`config.mk`:
```
export PLATFORM = sky130hd
export DESIGN_NAME = fifo_ctrl
export DESIGN_NICKNAME = d
export VERILOG_FILES = /design/src/rtl/fifo_pkg.sv /design/src/rtl/fifo_ns_logic.sv /design/src/rtl/fifo_ctrl.sv
export SDC_FILE = /design/constraint.sdc
export NUM_CORES = 1
export LEC_CHECK = 0
export CORE_MARGIN = 2
export CORE_UTILIZATION = 44
export CTS_CLUSTER_DIAMETER = 200
export CTS_CLUSTER_SIZE = 20
export DETAILED_ROUTE_END_ITERATION = 6
export HOLD_SLACK_MARGIN = 0.06
export PLACE_DENSITY = 0.86
export REMOVE_ABC_BUFFERS = 1
export SLEW_MARGIN = 20
export SYNTH_ARGS = -nofsm -noshare
export SYNTH_HDL_FRONTEND = slang
export SYNTH_HIERARCHICAL = 1
export SYNTH_SLANG_ARGS = --single-unit
```
`constraint.sdc`:
```
create_clock -name clk -period 2.9 [get_ports clk]
set_input_delay 0.435 -clock clk [delete_from_list [all_inputs] [get_ports clk]]
set_output_delay 0.435 -clock clk [all_outputs]
set_load 0.05 [all_outputs]
```
`src/rtl/fifo_pkg.sv`:
```
// Shared definitions for the FIFO control stage: default geometry and the
// state encoding that records the previous cycle's decoded operation.
package fifo_pkg;

    localparam int FIFO_ADDR_W = 3;
    localparam int FIFO_DEPTH  = 8;

    typedef enum logic [2:0] {
        INIT     = 3'd0,
        NO_OP    = 3'd1,
        WRITE    = 3'd2,
        WR_ERROR = 3'd3,
        READ     = 3'd4,
        RD_ERROR = 3'd5
    } state_t;

endpackage

```
`src/rtl/fifo_ns_logic.sv`:
```
// Combinational request decoder: maps (wr_en, rd_en, count) onto the
// operation for this cycle, shared by the state register and pointer enables.
module fifo_ns_logic
    import fifo_pkg::*;
#(
    parameter int ADDR_W = FIFO_ADDR_W,
    parameter int DEPTH  = FIFO_DEPTH
) (
    input  logic              wr_en,
    input  logic              rd_en,
    input  logic [ADDR_W:0]   count,
    output state_t            next_state
);

    localparam logic [ADDR_W:0] DEPTH_C = (ADDR_W+1)'(DEPTH);
    localparam logic [ADDR_W:0] ZERO_C  = {(ADDR_W+1){1'b0}};

    // Decode exclusive requests; simultaneous or absent requests are no-ops.
    always_comb begin
        next_state = NO_OP;
        case ({wr_en, rd_en})
            2'b10:   next_state = (count == DEPTH_C) ? WR_ERROR : WRITE;
            2'b01:   next_state = (count == ZERO_C)  ? RD_ERROR : READ;
            default: next_state = NO_OP;
        endcase
    end

endmodule

```
`src/rtl/fifo_ctrl.sv`:
```
// FIFO control stage: head/tail pointers, occupancy and handshakes for an
// external register file. Optional almost_full/almost_empty via FIFO_ALMOST_FLAGS_EN.
module fifo_ctrl
    import fifo_pkg::*;
#(
    parameter int ADDR_W = FIFO_ADDR_W,
    parameter int DEPTH  = FIFO_DEPTH
) (
    input  logic              clk,
    input  logic              reset,
    input  logic              wr_en,
    input  logic              rd_en,
    output logic [ADDR_W-1:0] wAddr,
    output logic              we,
    output logic [ADDR_W-1:0] rAddr,
    output logic              full,
    output logic              empty,
    output logic [ADDR_W:0]   data_count,
    output logic              wr_ack,
    output logic              wr_err,
    output logic              rd_ack,
    output logic              rd_err
`ifdef FIFO_ALMOST_FLAGS_EN
    ,
    output logic              almost_full,
    output logic              almost_empty
`endif
);

    localparam logic [ADDR_W:0] DEPTH_C = (ADDR_W+1)'(DEPTH);

    logic [ADDR_W-1:0] head_r;
    logic [ADDR_W-1:0] tail_r;
    logic [ADDR_W:0]   count_r;
    state_t            state_r;
    state_t            next_state_s;

    fifo_ns_logic #(
        .ADDR_W (ADDR_W),
        .DEPTH  (DEPTH)
    ) u_ns_logic (
        .wr_en      (wr_en),
        .rd_en      (rd_en),
        .count      (count_r),
        .next_state (next_state_s)
    );

    // State register and pointer/occupancy update driven by the decoded op.
    always_ff @(posedge clk or posedge reset) begin
        if (reset) begin
            state_r <= INIT;
            head_r  <= {ADDR_W{1'b0}};
            tail_r  <= {ADDR_W{1'b0}};
            count_r <= {(ADDR_W+1){1'b0}};
        end else begin
            state_r <= next_state_s;
            case (next_state_s)
                WRITE: begin
                    tail_r  <= tail_r + ADDR_W'(1);
                    count_r <= count_r + (ADDR_W+1)'(1);
                end
                READ: begin
                    head_r  <= head_r + ADDR_W'(1);
                    count_r <= count_r - (ADDR_W+1)'(1);
                end
                default: begin
                    head_r  <= head_r;
                    tail_r  <= tail_r;
                    count_r <= count_r;
                end
            endcase
        end
    end

    // The write strobe is masked during reset so the register file never
    // captures while the pointers are being cleared.
    assign we         = (next_state_s == WRITE) && !reset;
    assign wAddr      = tail_r;
    assign rAddr      = head_r;
    assign full       = (count_r == DEPTH_C);
    assign empty      = (count_r == {(ADDR_W+1){1'b0}});
    assign data_count = count_r;

    assign wr_ack = (state_r == WRITE);
    assign wr_err = (state_r == WR_ERROR);
    assign rd_ack = (state_r == READ);
    assign rd_err = (state_r == RD_ERROR);

`ifdef FIFO_ALMOST_FLAGS_EN
    assign almost_full  = (count_r >= (DEPTH_C - (ADDR_W+1)'(1)));
    assign almost_empty = (count_r <= (ADDR_W+1)'(1));
`endif

endmodule

```
# [Word level (Yosys, flattened, before mapping)]
# Index checks and enable logic that the tools add are counted.
[totals] in_bits=4 register_bits=13 out_inout_bits=17 word_cells=25
[op_classes] n_eq_ne=9 n_mux=4 reduce_logical=4 add_sub_neg=4
[ops] op="== test 3 x 2 -> 1 bit (second input constant)" n=3
[ops] op="== test 3 bit (second input constant)" n=3
[ops] op="case mux 4 bit (2 select lines)" n=1
[ops] op="adder 3 x 1 -> 3 bit (second input constant)" n=2
[ops] op="case mux 3 bit (2 select lines)" n=1
[ops] op="adder 4 x 1 -> 4 bit (second input constant)" n=1
[ops] op="== test 4 bit (second input constant)" n=1
[ops] op="zero test 4 bit" n=1
[ops] op="subtractor 4 x 1 -> 4 bit (second input constant)" n=1
[ops] op="== test 2 x 1 -> 1 bit (second input constant)" n=1
[ops] op="== test 2 bit (second input constant)" n=1
[ops] op="two-way mux 1 bit" n=2
[ops] op="nonzero test 2 bit" n=1
[ops] op="logical AND 1 bit" n=1
[ops] op="zero test 1 bit" n=1

# [Depth between registers and ports, before layout]
# Gate-level depths: netlist of the first run.
[logic_depth] word_depth=5 mapped_depth=10 mapped_depth_nobuf=10

# [By module]
# The synthesis of the first run kept the hierarchy.
[by_module_without_submodules] mod="fifo_ctrl" cells_per_inst=46 n_inst=1 area_per_inst_um2=614.3
[by_module_without_submodules] mod="fifo_ns_logic" cells_per_inst=7 n_inst=1 area_per_inst_um2=62.6

# [Least setup slack after synthesis of the first run]
# OpenSTA, ideal clock, no wires.
[synth_timing] path_type="register -> output" from="reg count_r[1], in the netlist data_count[1]" to="out empty" path_buffers=0 setup_slack_ns=0.236 t_arrival_ns=2.229 stages_incl_launch_ff=2 required_time_ns=2.465 cell_sequence="dfrtp_1 -> nor4_1"
[synth_between] elab_chain_len=1
[synth_lines] element="from (decl)" line="fifo_ctrl.sv:34" source="logic [ADDR_W:0] count_r;"
[synth_lines] element="from (signal assigned)" line="fifo_ctrl.sv:54" source="count_r <= {(ADDR_W+1){1'b0}};"
[synth_lines] element="from (signal assigned)" line="fifo_ctrl.sv:60" source="count_r <= count_r + (ADDR_W+1)'(1);"
[synth_lines] element="from (signal assigned)" line="fifo_ctrl.sv:64" source="count_r <= count_r - (ADDR_W+1)'(1);"
[synth_lines] element="zero test 4 bit" line="fifo_ctrl.sv:81" source="assign empty = (count_r == {(ADDR_W+1){1'b0}});"
[synth_lines] element="to (decl)" line="fifo_ctrl.sv:17" source="output logic empty,"
# No other way between the ends.

# [Worst setup path in the final report of the first run]
[layout_timing] from="in wr_en" to="out we"
[layout_between] elab_chain_len=4
[layout_lines] element="from (decl)" line="fifo_ctrl.sv:11" source="input logic wr_en,"
[layout_lines] element="== test 2 x 1 -> 1 bit / == test 2 bit (equally long branches)" line="fifo_ns_logic.sv:21" source="case ({wr_en, rd_en})"
[layout_lines] element="case mux 3 bit (2 select lines) (*)" line="fifo_ns_logic.sv:21"
[layout_lines] element="named net next_state_s[2]" line="fifo_ctrl.sv:36" source="state_t next_state_s;"
[layout_lines] element="== test 3 x 2 -> 1 bit (*)" line="fifo_ctrl.sv:77" source="assign we = (next_state_s == WRITE) && !reset;"
[layout_lines] element="logical AND 1 bit (*)" line="fifo_ctrl.sv:77"
[layout_lines] element="to (decl)" line="fifo_ctrl.sv:14" source="output logic we,"
# The timed path passes the listed nets; every way through them passes the cells marked *.

==> reports/summary.txt, run 1 <==
Ranking of synthesized cells by area = dfrtp_1 48%, ha_1 9.2%, xnor2_1 6.5%, nor3b_4 5.5%, xor2_1 5.2%
Leading area contributor after synthesis = dfrtp_1
Status = finished clean
Share of the synthesized area in the top cell type = 48.06%
Worst min path class = input pin to async pin
Longest Clk Path Bufs = 2
IO Pins = 21
Commonest non-fill, non-tap cell in the layout = clkdlybuf4s50_1
Worst setup EP type = output pin
DRT Wirelength = 1176 um
RD Place Congestion = 0.7628
Synth cell types = 19
H-tree levels = 1
Antenna diode count = 0
CP max FO = 5
Grt total ovfl = 0
Crit path cell chain = clkdlybuf4s50_1 > inv_1 > ha_1 > mux2i_1 > o41ai_2 > buf_4 > nor3b_4 > and2_1 > buf_4
Synth-to-layout area growth = 41.59%
Core area = 1471 sq um
Post-synthesis sequential area ratio = 48.06%
Via density per instance = 5.092
Initial core utilization = 46.00%
FF+latch count, synth = 13
Share of cells above drive strength 1 = 19.51%
Placement Rows = 14
Placed insts = 94
TritonCTS Buffers = 3
CP required = 2.47 ns
RSZ-0062 raised after global routing = no
# hold bufs at CTS = 0
Die Y-Extent = 43.22 um
Avg Inst Size Synth = 12.77 sq um
Number of fill cells = 114
Post-Synthesis Cells = 53
Final instance area = 958.4 sq um
LEAKAGE = 0.4336 nW
Crit Path Category = input pin to output pin
Gate power share = 57.7%
Final setup fails = 0
Mapped Area = 676.9 sq um
Drt wl/cell = 12.00 um
Number of max-cap violations = 0
CTS clk-pin slew, worst paths = 0.08 ns
Crit-path slowest cell = clkdlybuf4s50_1
Max IR drop VDD = 0.6782 mV
Largest net degree at the start of global routing = 15
I/O Buffers = 20
Most frequent cells in the layout = 19 x clkdlybuf4s50_1, 13 x dfrtp_1, 6 x buf_4
Clock power frac = 10.1%
Fin. max-slew vios = 0
Total track usage = 15.73%
CP arrival = 2.20 ns
DRC = 0
Yosys warnings = 6
P_sw = 0.5496 mW
Worst Slack Setup Final = 0.2674 ns
Pre-CTS setup slack = 0.2142 ns
Skew-Pair Late Insertion Delay = 0.28 ns
Final setup skew = 0.006188 ns
Fin cells = 98
Root Buffer = clkbuf_4
Min cycle time layout = 2.633 ns
Die Wd = 43.22 um
Die area = 1868 sq um
Cell Int Power = 0.5443 mW
Cell mode on critical path = buf_4
Pre-Repair DR Iteration Count = 4
CP peak stage delay = 0.48 ns
Achievable Freq = 379.9 MHz
Setup TNS = 0 ns
Dpl hpwl = 881.1 um
Post-route ant nets = 0
Slew @ Worst Pin = 0.5127 ns
Starting DRT DRC Count = 6
Startpoint Class = input pin
Slew headroom = 65.71%
First-pass GRT wire length = 2145 um
Post-cts resize count = 0
Total power = 1.094 mW
Via count = 499
Nets = 92
Initial antenna violation count = 0
Sequential power share = 32.2%
CTS tree = built
Final hold violation count = 0
DP Area = 932.1 sq um
Clock sink total = 13
Vias in the first global route = 487
Post-CTS setup buffers = 0
Sw Ratio = 50.24%
Pwr/cell area = 1141 nW/um^2
Fin crit share = 90.78%
==> worst paths after layout <==
path | from | cells past startpoint | slack (ns) | endpoint
min | reset | 3 | 0.44 | state_r[0]
min reg2reg | wAddr[2] | 1 | 0.48 | wAddr[2]
max | wr_en | 9 | 0.27 | we
max reg2reg | data_count[3] | 9 | 0.90 | data_count[2]
max in group asynchronous | reset | 3 | 2.29 | rAddr[0]
min in group clk | wAddr[2] | 1 | 0.48 | wAddr[2]
==> metal layers <==
layer	routed length (um)	global-route usage (%)
met5	0	0
met3	68	3.404
met4	18	9.091
met2	621	25.67
met1	467	18.77
==> final cells by class <==
type,instances,area [sq um],area share [%]
clock buffer,4,26.28,2.742
sequential,13,325.3,33.94
timing repair buffer,25,235.2,24.54
multi-input combinational,36,336.6,35.12
tap,16,20.02,2.089
inverter,4,15.01,1.567
==> kinds of logic (layout without fill, tap and decap cells) <==
logic type | after synthesis | count (layout) | synth area share (%)
DFF | 13 | 13 | 48.06
and+or+nand+nor | 15 | 15 | 17.01
xor gates and xnor gates | 9 | 9 | 11.64
buffers and inverters | 4 | 33 | 2.217
AOI/OAI and AO/OA | 3 | 3 | 5.361
adders and majority gates | 5 | 5 | 9.242
muxes | 4 | 4 | 6.469
==> power by group through the flow <==
stage               combinational, mW  clock [mW]  sequential (mW)
CTS                             0.637       0.116            0.355
floorplan                       0.184           0            0.589
global placement                0.624           0            0.350
global route                    0.667       0.124            0.370
detailed placement              0.633           0            0.357
finish                          0.631       0.111            0.352
==> registers in the layout, indices dropped and copies added (netlist names) <==
name        cells
data_count      4
rAddr           3
state_r         3
wAddr           3
==> per-stage QoR <==
step                util [%]  hold WS, ns
floorplan                  -       0.3170
global placement       63.35       0.4592
detailed placement     63.35       0.4812
CTS                    65.14       0.4427
global route           65.14       0.4786
finish                 65.14       0.4427
==> cell usage after synthesis <==
cell type and number:
dfrtp_1 13, ha_1 5, xnor2_1 5, inv_1 4, xor2_1 4, mux2_2 3, and2_1 2, and3b_1 2
nand2_1 2, nor2_1 2, nor3b_1 2, nor3b_4 2, a22oi_1 1, a22oi_2 1, and3_1 1, mux2i_1 1
nor3_1 1, nor4_1 1, o41ai_2 1
==> worst max-delay path, delay by kind of cell <==
| family | cells | cell delay (ns) |
|---|---|---|
| fa+ha+maj | 1 | 0.28 |
| buf+inv | 4 | 0.89 |
| mux | 1 | 0.21 |
| compound gates | 1 | 0.08 |
| simple gates | 2 | 0.31 |
Power figures use the tool's default switching activity.
==> run 2: changes to the inputs <==
CORE_MARGIN = unset   (was 2)
HOLD_SLACK_MARGIN = 0.08   (was 0.06)
==> reports/summary.txt, run 2 (synthesis gave the netlist of run 1 again) <==
Final setup fails = 0 (unchanged)
Skew-Pair Late Insertion Delay = 0.27 ns (about the same)
First-pass GRT wire length = 2007 um (-6.4%)
CP required = 2.47 ns (about the same)
Pre-Repair DR Iteration Count = 2 (-2)
Setup TNS = 0 ns (unchanged)
Fin crit share = 91.08% (+0.30 points)
Longest Clk Path Bufs = 2 (unchanged)
Initial antenna violation count = 0 (unchanged)
Most frequent cells in the layout = 19 x clkdlybuf4s50_1, 13 x dfrtp_1, 5 x xnor2_1, 5 x ha_1, 5 x buf_4
Initial core utilization = 49.54% (+3.5 points)
Share of cells above drive strength 1 = 18.52% (-0.99 points)
Die Wd = 41.22 um (-4.6%)
Slew @ Worst Pin = 0.4958 ns (-0.01695 ns)
Cell depth of the worst setup path = 9 (unchanged)
Number of fill cells = 102 (-11%)
CP max FO = 5 (unchanged)
Starting DRT DRC Count = 5 (-1)
Max IR drop VDD = 0.6600 mV (-2.7%)
Drt wl/cell = 12.83 um (+6.9%)
Top delay family on crit path = buffers and inverters
RD Place Congestion = 0.6945 (-9.0%)
Total track usage = 19.64% (+3.9 points)
Gr busiest metal = met2
Crit Path Category = input pin to output pin
Grt met1 use = 21.48% (+2.7 points)
Post-cts resize count = 0 (unchanged)
Pwr/cell area = 1152 nW/um^2 (+0.92%)
Min cycle time layout = 2.641 ns (+0.008672 ns)
M3 GR Usage = 4.891% (+1.5 points)
Number of max-cap violations = 0 (unchanged)
# hold bufs at CTS = 0 (unchanged)
IO Pins = 21 (unchanged)
Via count = 472 (-5.4%)
Achievable Freq = 378.6 MHz (-0.33%)
Nets = 91 (-1.1%)
I/O Buffers = 20 (unchanged)
Slew headroom = 66.84% (+1.1 points)
Crit-path slowest cell = clkdlybuf4s50_1
Dpl hpwl = 971.3 um (+10%)
R2R depth = 9 (unchanged)
Worst setup EP type = output pin
Synth-to-layout area growth = 40.30%
Post-route ant nets = 0 (unchanged)
Grt total ovfl = 0 (unchanged)
Die area = 1699 sq um (-9.0%)
Utilization after layout = 69.51% (+4.4 points)
Largest register FFs = 4 (unchanged)
CTS clk-pin slew, worst paths = 0.08 ns (about the same)
Via density per instance = 4.917 (-3.4%)
Status = finished clean
Worst Path Buf+Inv = 4 (unchanged)
TritonCTS Buffers = 3 (unchanged)
Placement Rows = 13 (-1)
Post-CTS setup buffers = 0 (unchanged)
CP arrival = 2.21 ns (about the same)
DRT Wirelength = 1232 um (+4.8%)
Die Y-Extent = 41.22 um (-4.6%)
Area occupied by multi-input gates = 336.6 sq um (unchanged)
Clock sink total = 13 (unchanged)
LEAKAGE = 0.4285 nW (-1.2%)
Register area = 325.3 sq um (unchanged)
Crit path cell chain = clkdlybuf4s50_1 > inv_1 > ha_1 > mux2i_1 > o41ai_2 > buf_4 > nor3b_4 > and2_1 > buf_4
Largest net degree at the start of global routing = 15 (unchanged)
CTS tree = built
DRC = 0 (unchanged)
Antenna diode count = 0 (unchanged)
Startpoint Class = input pin
Cell mode on critical path = buf_4
Met2 Track Usage GR = 32.42% (+6.8 points)
Worst min path class = input pin to async pin
Fin. max-slew vios = 0 (unchanged)
CP peak stage delay = 0.50 ns (+0.02 ns)
RSZ-0062 raised after global routing = no
Final setup skew = 0.0008763 ns (-0.005312 ns)
Root Buffer = clkbuf_4
Core area = 1366 sq um (-7.1%)
Vias in the first global route = 449 (-7.8%)
H-tree levels = 1 (unchanged)
Flop-to-flop setup slack = 0.94 ns (+0.04 ns)
Commonest non-fill, non-tap cell in the layout = clkdlybuf4s50_1
Final hold violation count = 0 (unchanged)
-- run 2: path summary, 6_finish.rpt --
kind | start | endpoint
max | rd_en | we
max reg2reg | data_count[3] | data_count[2]
min in group clk | rAddr[2] | rAddr[2]
min | reset | wAddr[2]
min reg2reg | rAddr[2] | rAddr[2]
max in group asynchronous | reset | data_count[0]
-- run 2: layout make-up --
type,instances,area share (%)
multi-input combinational,36,35.44
tap,15,1.976
clock buffer,4,2.767
timing repair buffer,24,23.98
inverter,4,1.581
sequential,13,34.26
-- run 2: power by group --
part           leakage (nW)  total (mW)  switching [mW]  internal [mW]
combinational         0.257       0.629           0.395          0.234
sequential            0.157       0.355          0.0993          0.256
clock                0.0150       0.109          0.0562         0.0532
total                 0.428        1.09           0.550          0.544
-- run 2: tightest hold or removal path, stage by stage --
cell,delay (ns)
clkdlybuf4s50_1,0.40
inv_1,0.05
buf_4,0.20
-- run 2: per-layer routing --
layer  up-vias  part of all wire [%]  routed length [um]
met4         0                   2.8                  34
met1       217                    43                 532
met5         -                     0                   0
met3         4                   4.1                  51
li1        236                     -                   -
met2        15                    50                 613
-- run 2: through the flow --
step	setup WS, ns	instance area (sq um)	hold slack (ns)	total power, mW	cells
after floorplan	0.2358	676.9	0.3170	0.7722	53
after global placement	0.2661	923.4	0.4582	0.9740	92
after detailed placement	0.1759	923.4	0.4609	0.9944	92
after CTS	0.2457	949.7	0.4527	1.106	96
after global routing	0.1218	949.7	0.4713	1.173	96
final	0.2587	949.7	0.4552	1.094	96
==> run 3: changes to the inputs <==
CORE_ASPECT_RATIO = 0.9   (was unset)
HOLD_SLACK_MARGIN = unset   (was 0.08)
==> reports/summary.txt, run 3 (synthesis gave the netlist of run 1 again) <==
Core area = 1448 sq um (+6.0%)
# hold bufs at CTS = 0 (unchanged)
Initial core utilization = 46.76% (-2.8 points)
Largest net degree at the start of global routing = 15 (unchanged)
CP arrival = 2.19 ns (-0.02 ns)
Worst setup EP type = output pin
IO Pins = 21 (unchanged)
Failing checks = design-rule violations
Die area = 1700 sq um (about the same)
Via count = 492 (+4.2%)
Fin. max-slew vios = 0 (unchanged)
Clock sink total = 13 (unchanged)
FF-to-FF Start = data_count[1]
Pre-Repair DR Iteration Count = 6 (+4)
Slew @ Worst Pin = 0.6939 ns (+0.1981 ns)
CTS clk-pin slew, worst paths = 0.07 ns (about the same)
Critical path startpoint = wr_en
Total track usage = 16.29% (-3.3 points)
CTS tree = built
I/O Buffers = 20 (unchanged)
Crit-path slowest cell = o41ai_2
Grt total ovfl = 0 (unchanged)
TritonCTS Buffers = 3 (unchanged)
Startpoint Class = input pin
Initial antenna violation count = 0 (unchanged)
Utilization after layout = 66.12% (-3.4 points)
Worst min path class = input pin to async pin
Dpl hpwl = 931.7 um (-4.1%)
Commonest non-fill, non-tap cell in the layout = clkdlybuf4s50_1
LEAKAGE = 0.4340 nW (+1.3%)
Status = complete, but fails checks
Placement Rows = 13 (unchanged)
Slew headroom = 53.24% (-14 points)
Vias in the first global route = 408 (-9.1%)
RD Place Congestion = 0.7784 (+12%)
RSZ-0062 raised after global routing = no
Pre-CTS setup slack = 0.2292 ns (+0.05333 ns)
Setup TNS = 0 ns (unchanged)
Pwr/cell area = 1139 nW/um^2 (-1.1%)
Starting DRT DRC Count = 8 (+3)
Most frequent cells in the layout = 19 x clkdlybuf4s50_1, 13 x dfrtp_1, 6 x buf_4
R2R depth = 7 (-2)
DP Area = 930.9 sq um (+0.81%)
Achievable Freq = 381.0 MHz (+0.63%)
Share of cells above drive strength 1 = 19.51% (+0.99 points)
Max IR drop VDD = 0.8274 mV (+25%)
Post-cts resize count = 0 (unchanged)
Worst Path Buf+Inv = 2 (-2)
Number of max-cap violations = 0 (unchanged)
Crit path cell chain = clkdlybuf4s50_1 > ha_1 > mux2i_1 > o41ai_2 > nor3b_4 > and2_1 > buf_4
Final setup fails = 0 (unchanged)
Root Buffer = clkbuf_4
Nets = 92 (+1.1%)
Crit Path Category = input pin to output pin
Largest register FFs = 4 (unchanged)
Die Wd = 43.35 um (+5.2%)
CP peak stage delay = 0.57 ns (+0.07 ns)
Die Y-Extent = 39.21 um (-4.9%)
Skew-Pair Late Insertion Delay = 0.27 ns (about the same)
Total power = 1.090 mW (-0.34%)
Min cycle time layout = 2.625 ns (-0.01658 ns)
Top delay family on crit path = buffers and inverters
Flop-to-flop setup slack = 0.79 ns (-0.15 ns)
CP max FO = 4 (-1)
Final hold violation count = 0 (unchanged)
Cell depth of the worst setup path = 7 (-2)
Critical Path Sink = we
Fin crit share = 90.51% (-0.57 points)
Post-route ant nets = 0 (unchanged)
R2R Path End = data_count[2]
Final instance area = 957.2 sq um (+0.79%)
DRT Wirelength = 1196 um (-2.9%)
Synth-to-layout area growth = 41.40%
Antenna diode count = 0 (unchanged)
H-tree levels = 1 (unchanged)
Number of fill cells = 120 (+18%)
Via density per instance = 5.072 (+3.2%)
CP required = 2.47 ns (about the same)
Worst Slack Setup Final = 0.2753 ns (+0.01658 ns)
Final setup skew = 0.001476 ns (+0.0005993 ns)
DRC = 2 (+2)
Post-CTS setup buffers = 0 (unchanged)
Longest Clk Path Bufs = 2 (unchanged)
Drt wl/cell = 12.33 um (-3.9%)
First-pass GRT wire length = 1925 um (-4.1%)
[run 3: cell count changes in the layout (fill, tap and decap cells not counted), sizes merged]
cell | before | now
buf | 5 | 6
[run 3: power breakdown]
group | internal, mW | switching, mW
clock network | 0.0532 | 0.0524
registers | 0.256 | 0.0985
logic | 0.233 | 0.396
[run 3: per-stage QoR]
stage	std cells	hold slack (ns)
2_1_floorplan	53	0.3170
3_3_place_gp	93	0.4592
3_5_place_dp	93	0.4696
4_1_cts	97	0.4533
5_1_grt	97	0.4630
6_report	97	0.4594
[run 3: worst reg2reg max path, cell delays in order, from the launching register on]
cell     delay [ns]
dfrtp_1        0.47
o41ai_2        0.73
nor3b_4        0.10
xor2_1         0.17
ha_1           0.19
nor2_1         0.04
a22oi_1        0.19
xnor2_1        0.14
[run 3: final cells by class]
class	instances	area, sq um	share of cell area, %
Multi-Input combinational cell	36	336.6	35.16
Sequential cell	13	325.3	33.99
Timing Repair Buffer	25	235.2	24.58
Clock buffer	4	26.28	2.745
Tap cell	15	18.77	1.961
Inverter	4	15.01	1.569
[run 3: layer usage]
layer  global-route usage [%]  vias to the layer above  share of wire (%)  wire length [um]
met5                        0                        -                  0                 0
met2                    26.52                       16                 51               607
met1                    19.66                      229                 43               512
met3                    7.009                        2                5.4                64
li1                         -                      245                  -                 -
met4                    4.688                        0                1.0                12
[run 3: worst min path at each step]
| stage | start | to | slack [ns] | depth (start not counted) |
|---|---|---|---|---|
| floorplan | reset | data_count[0] | 0.32 | 1 |
| global placement | rAddr[2] | rAddr[2] | 0.46 | 1 |
| detailed placement | wAddr[2] | wAddr[2] | 0.47 | 1 |
| CTS | reset | wAddr[1] | 0.45 | 3 |
| global route | reset | state_r[0] | 0.46 | 3 |
| finish | reset | wAddr[1] | 0.46 | 3 |
